`config.mk`:
```
export PLATFORM = sky130hd
export DESIGN_NAME = button_conditioner
export DESIGN_NICKNAME = d
export VERILOG_FILES = /design/src/rtl/button_pkg.sv /design/src/rtl/button_debounce_bit.sv /design/src/rtl/button_conditioner.sv
export SDC_FILE = /design/constraint.sdc
export NUM_CORES = 1
export LEC_CHECK = 0
export CAP_MARGIN = 40
export CORE_ASPECT_RATIO = 1.1
export CORE_MARGIN = 2
export CORE_UTILIZATION = 34
export DETAILED_ROUTE_END_ITERATION = 10
export GPL_TIMING_DRIVEN = 0
export HOLD_SLACK_MARGIN = 0.06
export PLACE_DENSITY_LB_ADDON = 0.2
export SLEW_MARGIN = 0
export SYNTH_ARGS = -nofsm -noshare
export SYNTH_HDL_FRONTEND = slang
export SYNTH_HIERARCHICAL = 1
export SYNTH_SLANG_ARGS = --single-unit
```
`constraint.sdc`:
```
create_clock -name clk -period 5 [get_ports clk]
set_clock_uncertainty 0.2 [all_clocks]
set_input_delay 1 -clock clk [delete_from_list [all_inputs] [get_ports clk]]
set_output_delay 1 -clock clk [all_outputs]
set_load 0.005 [all_outputs]
```
`src/rtl/button_pkg.sv`:
```
`default_nettype none
// ============================================================================
// Module      : button_pkg
// Description : Shared defaults and width helper for the push-button
//               conditioner and its per-channel debounce slice.
// Revision    : 1.0 - initial release
// ============================================================================
package button_pkg;

    localparam int unsigned c_CLK_FREQ_HZ    = 125_000_000;
    localparam int unsigned c_SAMPLE_CNT_MAX = 62_500;
    localparam int unsigned c_PULSE_CNT_MAX  = 200;
    localparam int unsigned c_REPEAT_CYCLES  = 62_500_000;

    // Bits needed to hold values 0..v-1, never less than one.
    function automatic int unsigned clog2w(input int unsigned v);
        int unsigned w;
        w = 1;
        while ((64'd1 << w) < 64'(v)) w = w + 1;
        return w;
    endfunction

endpackage
`default_nettype wire

```
`src/rtl/button_debounce_bit.sv`:
```
`default_nettype none
// ============================================================================
// Module      : button_debounce_bit
// Description : One button channel: 2-flop synchronizer, saturating debounce
//               counter, registered level and rising-edge pulse. Optional
//               auto-repeat when BUTTON_AUTOREPEAT_EN is defined.
// Revision    : 1.0 - initial release
// ============================================================================
module button_debounce_bit
    import button_pkg::*;
#(
    parameter int unsigned PULSE_CNT_MAX = c_PULSE_CNT_MAX,
    parameter int unsigned REPEAT_CYCLES = c_REPEAT_CYCLES
) (
    input  logic clk,
    input  logic rst,
    input  logic i_button,
    input  logic i_sample_tick,
    output logic o_level,
    output logic o_pulse
);

    localparam int unsigned             c_CNT_W   = clog2w(PULSE_CNT_MAX + 1);
    localparam logic [c_CNT_W-1:0]      c_CNT_SAT = c_CNT_W'(PULSE_CNT_MAX);

    logic               r_meta;
    logic               r_sync;
    logic [c_CNT_W-1:0] r_cnt;
    logic [c_CNT_W-1:0] w_cnt_next;
    logic               r_level;
    logic               r_level_prev;
    logic               r_pulse;
    logic               w_repeat_fire;

    always_comb begin
        w_cnt_next = r_cnt;
        if (!r_sync)
            w_cnt_next = '0;
        else if (i_sample_tick && (r_cnt < c_CNT_SAT))
            w_cnt_next = r_cnt + c_CNT_W'(1);
    end

    // Level is taken from the next count so a release clears it on the
    // same edge that clears the counter.
    always_ff @(posedge clk) begin
        if (rst) begin
            r_meta       <= 1'b0;
            r_sync       <= 1'b0;
            r_cnt        <= '0;
            r_level      <= 1'b0;
            r_level_prev <= 1'b0;
            r_pulse      <= 1'b0;
        end else begin
            r_meta       <= i_button;
            r_sync       <= r_meta;
            r_cnt        <= w_cnt_next;
            r_level      <= (w_cnt_next == c_CNT_SAT);
            r_level_prev <= r_level;
            r_pulse      <= (r_level & ~r_level_prev) | w_repeat_fire;
        end
    end

`ifdef BUTTON_AUTOREPEAT_EN
    localparam int unsigned        c_REP_W    = clog2w(REPEAT_CYCLES);
    localparam logic [c_REP_W-1:0] c_REP_LAST = c_REP_W'(REPEAT_CYCLES - 1);

    logic [c_REP_W-1:0] r_rep_cnt;

    // Counting starts on the edge-pulse cycle, so the first repeat lands
    // exactly REPEAT_CYCLES after it.
    always_ff @(posedge clk) begin
        if (rst || !r_level)
            r_rep_cnt <= '0;
        else if (r_level_prev)
            r_rep_cnt <= (r_rep_cnt == c_REP_LAST) ? '0 : r_rep_cnt + c_REP_W'(1);
    end

    assign w_repeat_fire = r_level & r_level_prev & (r_rep_cnt == c_REP_LAST);
`else
    assign w_repeat_fire = (REPEAT_CYCLES == 0) & 1'b0;
`endif

    assign o_level = r_level;
    assign o_pulse = r_pulse;

endmodule
`default_nettype wire

```
`src/rtl/button_conditioner.sv`:
```
`default_nettype none
// ============================================================================
// Module      : button_conditioner
// Description : Turns WIDTH raw bouncy buttons into debounced levels and
//               one-cycle press pulses. Optional auto-repeat: BUTTON_AUTOREPEAT_EN.
// Revision    : 1.0 - initial release
// ============================================================================
module button_conditioner
    import button_pkg::*;
#(
    parameter int unsigned WIDTH          = 4,
    parameter int unsigned SAMPLE_CNT_MAX = c_SAMPLE_CNT_MAX,
    parameter int unsigned PULSE_CNT_MAX  = c_PULSE_CNT_MAX,
    parameter int unsigned REPEAT_CYCLES  = c_REPEAT_CYCLES
) (
    input  logic             clk,
    input  logic             rst,
    input  logic [WIDTH-1:0] buttons_in,
    output logic [WIDTH-1:0] buttons_level,
    output logic [WIDTH-1:0] buttons_pulse
);

    localparam int unsigned        c_TMR_W    = clog2w(SAMPLE_CNT_MAX);
    localparam logic [c_TMR_W-1:0] c_TMR_LAST = c_TMR_W'(SAMPLE_CNT_MAX - 1);

    logic [c_TMR_W-1:0] r_sample_cnt;
    logic               w_sample_tick;

    assign w_sample_tick = (r_sample_cnt == c_TMR_LAST);

    // Free-running sample timer shared by every channel.
    always_ff @(posedge clk) begin
        if (rst || w_sample_tick)
            r_sample_cnt <= '0;
        else
            r_sample_cnt <= r_sample_cnt + c_TMR_W'(1);
    end

    for (genvar g = 0; g < WIDTH; g++) begin : g_chan
        button_debounce_bit #(
            .PULSE_CNT_MAX (PULSE_CNT_MAX),
            .REPEAT_CYCLES (REPEAT_CYCLES)
        ) u_bit (
            .clk           (clk),
            .rst           (rst),
            .i_button      (buttons_in[g]),
            .i_sample_tick (w_sample_tick),
            .o_level       (buttons_level[g]),
            .o_pulse       (buttons_pulse[g])
        );
    end

endmodule
`default_nettype wire

```
==> summary.md <==
| Metric | Value |
|---|---|
| Routed WL per cell | 11.7 microns |
| Final setup violation count | 0 |
| Result of the run | finished clean |
| Static power due to leakage | 1.25 nW |
| Global-route wire length before repair | 10,100 microns |
| Overall Global Routing Usage | 12.6% |
| Die Y-Extent | 105 microns |
| Clock-pin slew reported for the worst setup and hold paths after clock tree synthesis | 80 ps |
| Initial drt markers | 123 |
| Achievable clock frequency | 323 MHz |
| Via count of the first global-routing pass | 2,286 |
| Crit end category | register |
| Number of H-tree branching levels | 3 |
| Slew HR | 48.6% |
| Horizontal extent of the die | 96.2 microns |
| CP Launch Type | register |
| Final #Nets | 386 |
| Number of library cell types mapped by synthesis | 32 |
| Total congestion overflow after global routing | 0 |
| Utilization of the core after routing | 40.4% |
| Clock insertion delay at the later pin of the skew report | 350 ps |
| Worst-Margin Slew | 766 ps |
| Full die area | 10,100 sq um |
| CTS tree | built |
| Seq cells post-synth | 68 |
| Worst vdd ir | 120 uV |
| Clk buf depth | 2 |
| Final critical-path share of the clock period | 62.0% |
| Root buffer selected by CTS | sky130_fd_sc_hd__clkbuf_8 |
| Required @ worst endpoint | 5050 ps |
| Initial DRT Pass Iterations | 5 |
| Post-route cell area | 3720 sq um |
| Maximum Capacitance Violations | 0 |
| Cell area after synthesis | 3180 sq um |
| Final critical-path required period | 3100 ps |
| Total of hold buffers inserted after clock tree synthesis | 0 |
| Remaining DRCs | 0 |
| Setup Buffers After CTS | 0 |
| Final TNS setup | 0 ps |
| Worst hold slack | 182 ps |
| RSZ-0062 raised after global routing | false |
| ANT nets after route | 0 |
| Num rows | 37 |
| Total number of vias | 2,413 |
| N_diodes | 0 |
| Dpl cell area | 3480 sq um |
| Seq/Total Area, Yosys | 42.8% |
| Initial standard-cell utilization of the core | 34.5% |
| Total power | 0.00112 W |
| CTS Sinks | 68 |
| Largest net degree at the start of global routing | 18 |
| Worst Setup Path Type | reg -> reg |
| Power per Cell Area | 301 nW/um^2 |
| Average via count per standard cell | 4.86 |
| Placer's final routability congestion estimate | 0.802 |
| Half-perimeter wire length after detailed placement | 3880 microns |
| Count of instances resized after the clock tree is built | 0 |
| Ratio of cells with drive above 1 in the final layout | 8.44% |
| Critical path data arrival time | 3150 ps |
| Post-Synthesis Net Count | 361 |
| Core box area | 9210 sq um |
| Number of I/O pins | 14 |
| CP max FO | 15 |
| Final hold viol count | 0 |
| Area delta synth->final | 17.0% |
| Initial antenna violation count | 0 |
| Total routed wirelength | 5780 microns |
| Yosys warning total | 6 |
| # port buffers | 13 |
| Worst hold path class | reg -> reg |
| Inserted Clock Buffers | 9 |
| Instance count of the mapped netlist | 349 |
| Count of pins over their slew limit | 0 |
| Avg Cell Area, Syn | 9.11 sq um |
path summary, 6_finish.rpt:
check	cells past startpoint	from	slack (ps)	end
hold reg to reg	1	g_chan[1].u_bit/r_level_prev$_SDFF_PP0_	180	g_chan[1].u_bit/o_pulse$_SDFF_PP0_
setup / recovery	8	r_sample_cnt[0]$_SDFF_PP0_	1900	g_chan[0].u_bit/o_level$_SDFF_PP0_
hold / removal	1	g_chan[1].u_bit/r_level_prev$_SDFF_PP0_	180	g_chan[1].u_bit/o_pulse$_SDFF_PP0_
setup reg to reg	8	r_sample_cnt[0]$_SDFF_PP0_	1900	g_chan[0].u_bit/o_level$_SDFF_PP0_
report_power, final:
group / switching [W] / leakage (nW) / internal, W
Sequential: 0.00000309 / 0.550 / 0.000546
Clock: 0.000217 / 0.120 / 0.000332
Combinational: 0.0000104 / 0.579 / 0.0000109
Total: 0.000230 / 1.25 / 0.000889
layout make-up:
| class | count | area (sq um) |
|---|---|---|
| plain buffers | 6 | 46.3 |
| clock buffers | 10 | 128 |
| clock inverters | 6 | 113 |
| fillers | 905 | 5490 |
| inverters | 4 | 15.0 |
| multi-input cells | 271 | 1760 |
| flip-flops and latches | 68 | 1360 |
| well taps | 117 | 146 |
| repair buffers | 14 | 145 |
state kept, by name, indices dropped and copies added (netlist names):
signal and flops:
g_chan.u_bit/o_level 4, g_chan.u_bit/o_pulse 4, g_chan.u_bit/r_cnt 32, g_chan.u_bit/r_level_prev 4, g_chan.u_bit/r_meta 4, g_chan.u_bit/r_sync 4
r_sample_cnt 16
per-layer routing:
| layer | track usage [%] | share of wire, % |
|---|---|---|
| met2 | 18.5 | 43 |
| met5 | 0 | 0 |
| met3 | 2.86 | 3.9 |
| met4 | 7.45 | 2.5 |
| met1 | 16.7 | 50 |
per-stage QoR:
step | cells | worst slack (ps)
final | 496 | 1900
after global routing | 496 | 1680
after CTS | 496 | 1860
after detailed placement | 480 | 1660
after global placement | 479 | 597
after floorplan | 349 | 1540
kinds of logic after synthesis:
logic type	Yosys count	share of synthesized area, %
compound gates	28	9.13
fa+ha+maj	6	2.36
flops	68	42.8
mux	8	2.52
buf+inv	10	1.93
simple gates	195	31.9
xor+xnor	34	9.37
cells in the final DEF (no fill, tap or decap), types with 2 or more instances in the layout:
master                             n
sky130_fd_sc_hd__clkdlybuf4s50_1  13
sky130_fd_sc_hd__xnor2_1          13
sky130_fd_sc_hd__nor3b_1           4
sky130_fd_sc_hd__nand4b_1          4
sky130_fd_sc_hd__nand3_2           4
sky130_fd_sc_hd__clkbuf_1          5
sky130_fd_sc_hd__mux2i_1           8
sky130_fd_sc_hd__and3_1            4
sky130_fd_sc_hd__nand4_1           7
sky130_fd_sc_hd__nand2b_1          8
sky130_fd_sc_hd__nor4_1            7
sky130_fd_sc_hd__o311ai_4          4
sky130_fd_sc_hd__a211o_1           4
sky130_fd_sc_hd__clkbuf_8          9
sky130_fd_sc_hd__nor3_1           20
sky130_fd_sc_hd__nand2_1          27
sky130_fd_sc_hd__bufinv_16         3
sky130_fd_sc_hd__clkinv_4          2
sky130_fd_sc_hd__xor2_1           21
sky130_fd_sc_hd__nand3_1          17
sky130_fd_sc_hd__nand3b_1          4
sky130_fd_sc_hd__inv_1             4
sky130_fd_sc_hd__a211oi_1          4
sky130_fd_sc_hd__ha_1              6
sky130_fd_sc_hd__dfxtp_1          68
sky130_fd_sc_hd__a2111oi_2         4
sky130_fd_sc_hd__a21oi_1          12
sky130_fd_sc_hd__nor2b_1          24
sky130_fd_sc_hd__nor2_1           60
critical path: stages (launching register included):
cell and delay [ps]:
sky130_fd_sc_hd__dfxtp_1 400, sky130_fd_sc_hd__ha_1 200, sky130_fd_sc_hd__or4bb_4 480, sky130_fd_sc_hd__nor4_4 700, sky130_fd_sc_hd__buf_8 240, sky130_fd_sc_hd__nand4_1 150
sky130_fd_sc_hd__a21oi_1 190, sky130_fd_sc_hd__xor2_1 110, sky130_fd_sc_hd__a2111oi_2 330
synth_stat cells:
library cell / count / share of area [%]
sky130_fd_sc_hd__a2111oi_2: 4 / 1.9
sky130_fd_sc_hd__a211o_1: 4 / 1.1
sky130_fd_sc_hd__a211oi_1: 4 / 0.94
sky130_fd_sc_hd__a21oi_1: 12 / 1.9
sky130_fd_sc_hd__and3_1: 4 / 0.79
sky130_fd_sc_hd__buf_12: 1 / 0.63
sky130_fd_sc_hd__buf_6: 1 / 0.35
sky130_fd_sc_hd__clkbuf_1: 4 / 0.47
sky130_fd_sc_hd__dfxtp_1: 68 / 43
sky130_fd_sc_hd__ha_1: 6 / 2.4
sky130_fd_sc_hd__inv_1: 4 / 0.47
sky130_fd_sc_hd__mux2i_1: 8 / 2.5
sky130_fd_sc_hd__nand2_1: 27 / 3.2
sky130_fd_sc_hd__nand2b_1: 8 / 1.6
sky130_fd_sc_hd__nand3_1: 17 / 2.7
sky130_fd_sc_hd__nand3_2: 4 / 1.3
sky130_fd_sc_hd__nand3b_1: 4 / 0.94
sky130_fd_sc_hd__nand4_1: 7 / 1.4
sky130_fd_sc_hd__nand4b_1: 4 / 1.1
sky130_fd_sc_hd__nor2_1: 60 / 7.1
sky130_fd_sc_hd__nor2b_1: 24 / 4.7
sky130_fd_sc_hd__nor3_1: 20 / 3.1
sky130_fd_sc_hd__nor3b_1: 4 / 0.94
sky130_fd_sc_hd__nor4_1: 7 / 1.4
sky130_fd_sc_hd__nor4_2: 1 / 0.39
sky130_fd_sc_hd__o311ai_4: 4 / 3.3
sky130_fd_sc_hd__or2_1: 1 / 0.20
sky130_fd_sc_hd__or4_1: 1 / 0.24
sky130_fd_sc_hd__or4bb_1: 1 / 0.35
sky130_fd_sc_hd__or4bb_4: 1 / 0.47
sky130_fd_sc_hd__xnor2_1: 13 / 3.6
sky130_fd_sc_hd__xor2_1: 21 / 5.8
Note: power is estimated with default switching activity, not from simulation.
